`config.mk`:
```
export PLATFORM = sky130hd
export DESIGN_NAME = mix_columns_engine
export DESIGN_NICKNAME = d
export VERILOG_FILES = /design/src/rtl/aes_pkg.sv /design/src/rtl/mix_column_word.sv /design/src/rtl/mix_columns_engine.sv
export SDC_FILE = /design/constraint.sdc
export NUM_CORES = 1
export LEC_CHECK = 0
export CAP_MARGIN = 20
export CORE_MARGIN = 4
export CORE_UTILIZATION = 35
export CTS_BUF_LIST = sky130_fd_sc_hd__clkbuf_8
export DETAILED_ROUTE_END_ITERATION = 7
export SLEW_MARGIN = 20
export SYNTH_ARGS = -nofsm -noshare
export SYNTH_HDL_FRONTEND = slang
export SYNTH_SLANG_ARGS = --single-unit
```
`constraint.sdc`:
```
create_clock -name clk -period 5 [get_ports clk]
set_input_delay 1 -clock clk [delete_from_list [all_inputs] [get_ports clk]]
set_output_delay 1 -clock clk [all_outputs]
set_load 0.01 [all_outputs]
```
`src/rtl/aes_pkg.sv`:
```
`default_nettype none
//============================================================================
// aes_pkg - GF(2^8) helpers, MixColumns coefficients, state layout helper
// rev 1.0
//============================================================================
package aes_pkg;

  typedef enum logic [1:0] {
    ST_IDLE = 2'd0,
    ST_BUSY = 2'd1,
    ST_DONE = 2'd2
  } mc_state_e;

  // First-row coefficients; row r uses this word rotated right by r bytes.
  localparam logic [31:0] MIX_FWD = 32'h02030101;
  localparam logic [31:0] MIX_INV = 32'h0e0b0d09;

  function automatic logic [7:0] xtime(input logic [7:0] b);
    return {b[6:0], 1'b0} ^ (b[7] ? 8'h1b : 8'h00);
  endfunction

  function automatic logic [7:0] gf_mul(input logic [7:0] b, input logic [7:0] k);
    logic [7:0] acc;
    logic [7:0] p;
    acc = '0;
    p   = b;
    for (int i = 0; i < 8; i++) begin
      if (k[i]) acc = acc ^ p;
      p = xtime(p);
    end
    return acc;
  endfunction

  // Column 0 sits in the most significant word of the state.
  function automatic int col_lsb(input int nb, input int c);
    return 32 * (nb - 1 - c);
  endfunction

endpackage
`default_nettype wire

```
`src/rtl/mix_column_word.sv`:
```
`default_nettype none
//============================================================================
// mix_column_word - combinational (Inv)MixColumns on one 32-bit column
// rev 1.0
//============================================================================
module mix_column_word
  import aes_pkg::*;
(
  input  logic [31:0] col_i,
  input  logic        inv_i,
  output logic [31:0] col_o
);

  logic [31:0] coef;

  always_comb begin
    coef  = inv_i ? MIX_INV : MIX_FWD;
    col_o = '0;
    for (int r = 0; r < 4; r++) begin
      for (int j = 0; j < 4; j++) begin
        col_o[31-8*r -: 8] = col_o[31-8*r -: 8] ^
                             gf_mul(col_i[31-8*j -: 8], coef[31-8*((j-r+4)%4) -: 8]);
      end
    end
  end

endmodule
`default_nettype wire

```
`src/rtl/mix_columns_engine.sv`:
```
`default_nettype none
//============================================================================
// mix_columns_engine - iterative NB-column (Inv)MixColumns with valid/ready
// rev 1.0
//============================================================================
module mix_columns_engine
  import aes_pkg::*;
#(
  parameter int NB             = 4,
  parameter int COLS_PER_CYCLE = 1
) (
  input  logic             clk,
  input  logic             rst_n,
  input  logic             in_valid,
  output logic             in_ready,
  input  logic [32*NB-1:0] in_data,
  input  logic             in_inv,
  output logic             out_valid,
  input  logic             out_ready,
  output logic [32*NB-1:0] out_data
);

  localparam int W  = 32 * NB;
  localparam int CW = (NB > 1) ? $clog2(NB) : 1;
  // Modulo keeps the fully parallel case from truncating; the step is unused there.
  localparam logic [CW-1:0] CNT_STEP = CW'(COLS_PER_CYCLE % NB);

  mc_state_e     state_q;
  logic [CW-1:0] col_cnt_q;
  logic [W-1:0]  data_q;
  logic [W-1:0]  res_q;
  logic [W-1:0]  res_d;
  logic [W-1:0]  out_data_q;
  logic          inv_q;
  logic          in_ready_q;
  logic          out_valid_q;
  logic          last_col;

  logic [31:0] col_in  [COLS_PER_CYCLE];
  logic [31:0] col_out [COLS_PER_CYCLE];

  always_comb begin
    for (int k = 0; k < COLS_PER_CYCLE; k++) begin
      col_in[k] = data_q[col_lsb(NB, int'(col_cnt_q) + k) +: 32];
    end
  end

  for (genvar k = 0; k < COLS_PER_CYCLE; k++) begin : g_col
    mix_column_word u_mix (
      .col_i (col_in[k]),
      .inv_i (inv_q),
      .col_o (col_out[k])
    );
  end

  always_comb begin
    res_d = res_q;
    for (int k = 0; k < COLS_PER_CYCLE; k++) begin
      res_d[col_lsb(NB, int'(col_cnt_q) + k) +: 32] = col_out[k];
    end
    last_col = (int'(col_cnt_q) + COLS_PER_CYCLE) == NB;
  end

  always_ff @(posedge clk or negedge rst_n) begin
    if (!rst_n) begin
      state_q     <= ST_IDLE;
      col_cnt_q   <= '0;
      data_q      <= '0;
      res_q       <= '0;
      inv_q       <= 1'b0;
      in_ready_q  <= 1'b1;
      out_valid_q <= 1'b0;
      out_data_q  <= '0;
    end else begin
      case (state_q)
        ST_IDLE: begin
          if (in_valid) begin
            data_q     <= in_data;
            inv_q      <= in_inv;
            col_cnt_q  <= '0;
            in_ready_q <= 1'b0;
            state_q    <= ST_BUSY;
          end
        end
        ST_BUSY: begin
          res_q <= res_d;
          if (last_col) begin
            col_cnt_q   <= '0;
            out_data_q  <= res_d;
            out_valid_q <= 1'b1;
            state_q     <= ST_DONE;
          end else begin
            col_cnt_q <= col_cnt_q + CNT_STEP;
          end
        end
        ST_DONE: begin
          if (out_ready) begin
            out_valid_q <= 1'b0;
            in_ready_q  <= 1'b1;
            state_q     <= ST_IDLE;
          end
        end
        default: begin
          state_q <= ST_IDLE;
        end
      endcase
    end
  end

  assign in_ready  = in_ready_q;
  assign out_valid = out_valid_q;
  assign out_data  = out_data_q;

endmodule
`default_nettype wire

```
==> impl_metrics.tcl <==
set metrics [dict create \
    worst-setup-path-type "reg2reg" \
    drt-total-wl_um 58100 \
    cts_tree "yes" \
    dp_hpwl_um 41800 \
    ant_nets 0 \
    critPathMaxFanout 13 \
    post_synth_xor_area_fraction_pct 12.5 \
    drive_gt1_share_pct 9.98 \
    postLayoutCoreUtil_pct 44.7 \
    syn_avg_cell_area_um2 10.1 \
    final.min_clock_period_ns 3.99 \
    grt_pass1_wl_um 89500 \
    timing.final.max_slew_violations 0 \
    synthTopCellsByArea "sky130_fd_sc_hd__dfrtp_1, sky130_fd_sc_hd__nand2_1, sky130_fd_sc_hd__xnor2_1" \
    yosys.cell_types.count 49 \
    first_pass_iters 5 \
    globalRouteOverflowTotal 0 \
    ioPinCount 263 \
    num_antenna_cells 0 \
    setup-tns-final_ns 0 \
    count_of_flip_flops_with_a_built_in_enable_after_synthesis 0 \
    clock_skew_ns 0.0367 \
    grt_setup_unrepaired "no" \
    core_region_area_mm2 0.0516 \
    worst-path-buf-inv 1 \
    worst-endpoint-required_ns 5.55 \
    finalCritPeriodShare_pct 79.8 \
    cts_sinks 391 \
    fin_hold_ws_ns 0.448 \
    mostFrequentLayoutCell "sky130_fd_sc_hd__nand2_1" \
    cts-root-buf "sky130_fd_sc_hd__clkbuf_8" \
    max_slew.worst_pin.slew_ns 1.03 \
    core.rowCount 83 \
    layout_common_cells "sky130_fd_sc_hd__nand2_1, sky130_fd_sc_hd__dfrtp_1, sky130_fd_sc_hd__clkdlybuf4s50_1" \
    flow.area_growth_from_synthesis_pct 25.7 \
    yosys.area.top_type "sky130_fd_sc_hd__dfrtp_1" \
    worst_hold_path_type "in2async" \
    cpPeakStageDelay_ns 0.75 \
    mux_cell_area_share_after_synthesis_pct 4.22 \
    clock_network_latency_to_the_later_pin_of_the_worst_skew_pair_ns 0.64 \
    clkTransAtPathRegs_ns 0.06 \
    num-nets-final 2221 \
    drv_cap 0 \
    worstPathCellList "buf_4 > mux4_2 > xor2_1 > xor2_1 > xnor2_1 > mux2i_1 > xnor2_1 > a221oi_1 > nor2_1" \
    cts.htree.levels 3 \
    grt_max_degree 125 \
    ff2ff_setup_slack_ns 1.01 \
    routabilityCongestion 0.884 \
    r2r_end "out_data[1]" \
    vias 13900 \
    largest_family_of_logic_cells_by_synthesized_area "simple AND/OR/NAND/NOR gates" \
    synth_fp_nets 1960 \
    async_flop_share_pct 100 \
    gr-usage-all-layers_pct 20.6 \
    die-width_um 237 \
    synth_compound_area_share_pct 7.14 \
    post-synth-top-area-fraction_pct 53.2 \
    timing_hold_violations_final 0 \
    synth.ff_latch_count 391 \
    synth.cell_area_mm2 0.0184 \
    synth_adder_area_share_pct 0.341 \
    ctsResizeCount 0 \
    drt-vias-per-instance 4.95 \
    number_of_global_route_vias_before_repair 14300 \
    synth.yosys.seq_area_share_pct 53.3 \
    cp-end-kind "flip-flop" \
    gate_count_post_synth 1822 \
    setup.worst_path.start_class "flip-flop" \
    path_delay_family "XOR/XNOR gates" \
    die_area_mm2 0.0562 \
    clock_tree.buffer_depth 3 \
    floorplan.die.height_um 237 \
    antenna_found_initial 0 \
    cts_setup_buffers 0 \
    worst_r2r_path_depth 9 \
    post-route-drc-count 0 \
    post_synth_and_or_nand_nor_area_fraction_pct 19.3 \
    run_status "completed" \
    hold_fix_buffers_at_cts 0 \
    fmaxAchievable_mhz 251 \
    numPortBuffers 262 \
    slowest_stage "sky130_fd_sc_hd__xnor2_1" \
    yosys_warnings 0 \
    cts-buffers-inserted 69 \
    detailedRoute.firstIterationViolations 1266 \
    report.final.setup_viol 0 \
    drt-wirelength-per-cell_um 20.7 \
    cp_data_arrival_time_ns 4.54 \
    initial_core_util_pct 35.6 \
    max-slew-margin-rel_pct 31.1 \
    primary_ff_master_synth "sky130_fd_sc_hd__dfrtp_1" \
    crit-reg2reg-launch "col_cnt_q[0]" \
]
==> worst reg2reg max path, delay by kind of cell, from the launching register on <==
kind	cells	cell delay (ns)
XOR/XNOR	4	1.74
multiplexers	2	0.84
flip-flops	1	0.63
buffers and inverters	1	0.37
AO/OA/AOI/OAI	1	0.22
AND/OR/NAND/NOR	1	0.14
==> Yosys cell counts (2+ instances only) <==
cell / number
sky130_fd_sc_hd__xor2_4: 2
sky130_fd_sc_hd__a31oi_1: 13
sky130_fd_sc_hd__clkbuf_1: 95
sky130_fd_sc_hd__o21ai_1: 17
sky130_fd_sc_hd__or2_2: 2
sky130_fd_sc_hd__dfrtp_1: 390
sky130_fd_sc_hd__a221oi_1: 9
sky130_fd_sc_hd__xor2_1: 43
sky130_fd_sc_hd__nor2_1: 47
sky130_fd_sc_hd__buf_4: 10
sky130_fd_sc_hd__mux4_2: 31
sky130_fd_sc_hd__a2bb2oi_1: 3
sky130_fd_sc_hd__mux2i_1: 5
sky130_fd_sc_hd__buf_1: 5
sky130_fd_sc_hd__nand3b_1: 80
sky130_fd_sc_hd__xnor2_4: 3
sky130_fd_sc_hd__inv_1: 5
sky130_fd_sc_hd__nand2_1: 668
sky130_fd_sc_hd__and3_1: 8
sky130_fd_sc_hd__buf_2: 5
sky130_fd_sc_hd__a21o_1: 2
sky130_fd_sc_hd__nand3_1: 8
sky130_fd_sc_hd__xor2_2: 5
sky130_fd_sc_hd__xnor3_1: 8
sky130_fd_sc_hd__ha_1: 5
sky130_fd_sc_hd__o21ai_0: 76
sky130_fd_sc_hd__buf_6: 7
sky130_fd_sc_hd__xnor2_2: 11
sky130_fd_sc_hd__nand2b_1: 17
sky130_fd_sc_hd__a22o_1: 52
sky130_fd_sc_hd__o22ai_1: 5
sky130_fd_sc_hd__xor3_1: 2
sky130_fd_sc_hd__a21oi_1: 23
sky130_fd_sc_hd__xnor2_1: 144
sky130_fd_sc_hd__nor2b_1: 2
==> worst max-delay path by stage <==
stage                  from  slack (ns)  depth (start not counted)           to
2_1_floorplan  col_cnt_q[0]        2.01                         10  out_data[4]
3_3_place_gp   col_cnt_q[0]        1.01                          9  out_data[1]
3_5_place_dp   col_cnt_q[0]        0.99                          9  out_data[1]
4_1_cts        col_cnt_q[0]        0.98                          9  out_data[1]
5_1_grt        col_cnt_q[0]        0.75                          9  out_data[1]
6_report       col_cnt_q[0]        1.01                          9  out_data[1]
==> stage by stage <==
stage | cell area, um2 | setup slack [ns] | instances
2_1_floorplan | 18400 | 2.01 | 1822
3_3_place_gp | 21700 | 1.01 | 2692
3_5_place_dp | 21700 | 0.987 | 2692
4_1_cts | 23100 | 0.977 | 2805
5_1_grt | 23100 | 0.749 | 2805
6_report | 23100 | 1.01 | 2805
==> kinds of logic after synthesis <==
logic type               Yosys count
AND/OR/NAND/NOR                  838
XOR/XNOR                         219
multiplexers                      37
buffers and inverters            128
flip-flops                       391
adder cells (fa/ha/maj)            5
AO/OA/AOI/OAI                    204
==> state kept, by name, summed over array words and instances, names as in the netlist <==
signal	cells
res_q	128
data_q	128
col_cnt_q	2
inv_q	1
state_q	2
in_ready	1
out_valid	1
out_data	128
==> layer usage <==
metal | track usage [%] | up-vias | wire length [um]
li1 | - | 6484 | -
met1 | 28.3 | 6833 | 25900
met2 | 33.1 | 504 | 27300
met3 | 4.19 | 76 | 3570
met4 | 5.94 | 0 | 1340
met5 | 0 | - | 0
==> layout make-up <==
| type | count | area (um2) |
|---|---|---|
| clock buffers | 86 | 1180 |
| clock inverters | 27 | 156 |
| fillers | 4907 | 28500 |
| inverters | 5 | 18.8 |
| multi-input cells | 1303 | 8010 |
| flip-flops and latches | 391 | 9790 |
| well taps | 680 | 851 |
| repair buffers | 313 | 3070 |
Power is left out: the tool's default activity adds up to more than one toggle a clock period on the data nets, which glitch-free logic cannot reach.
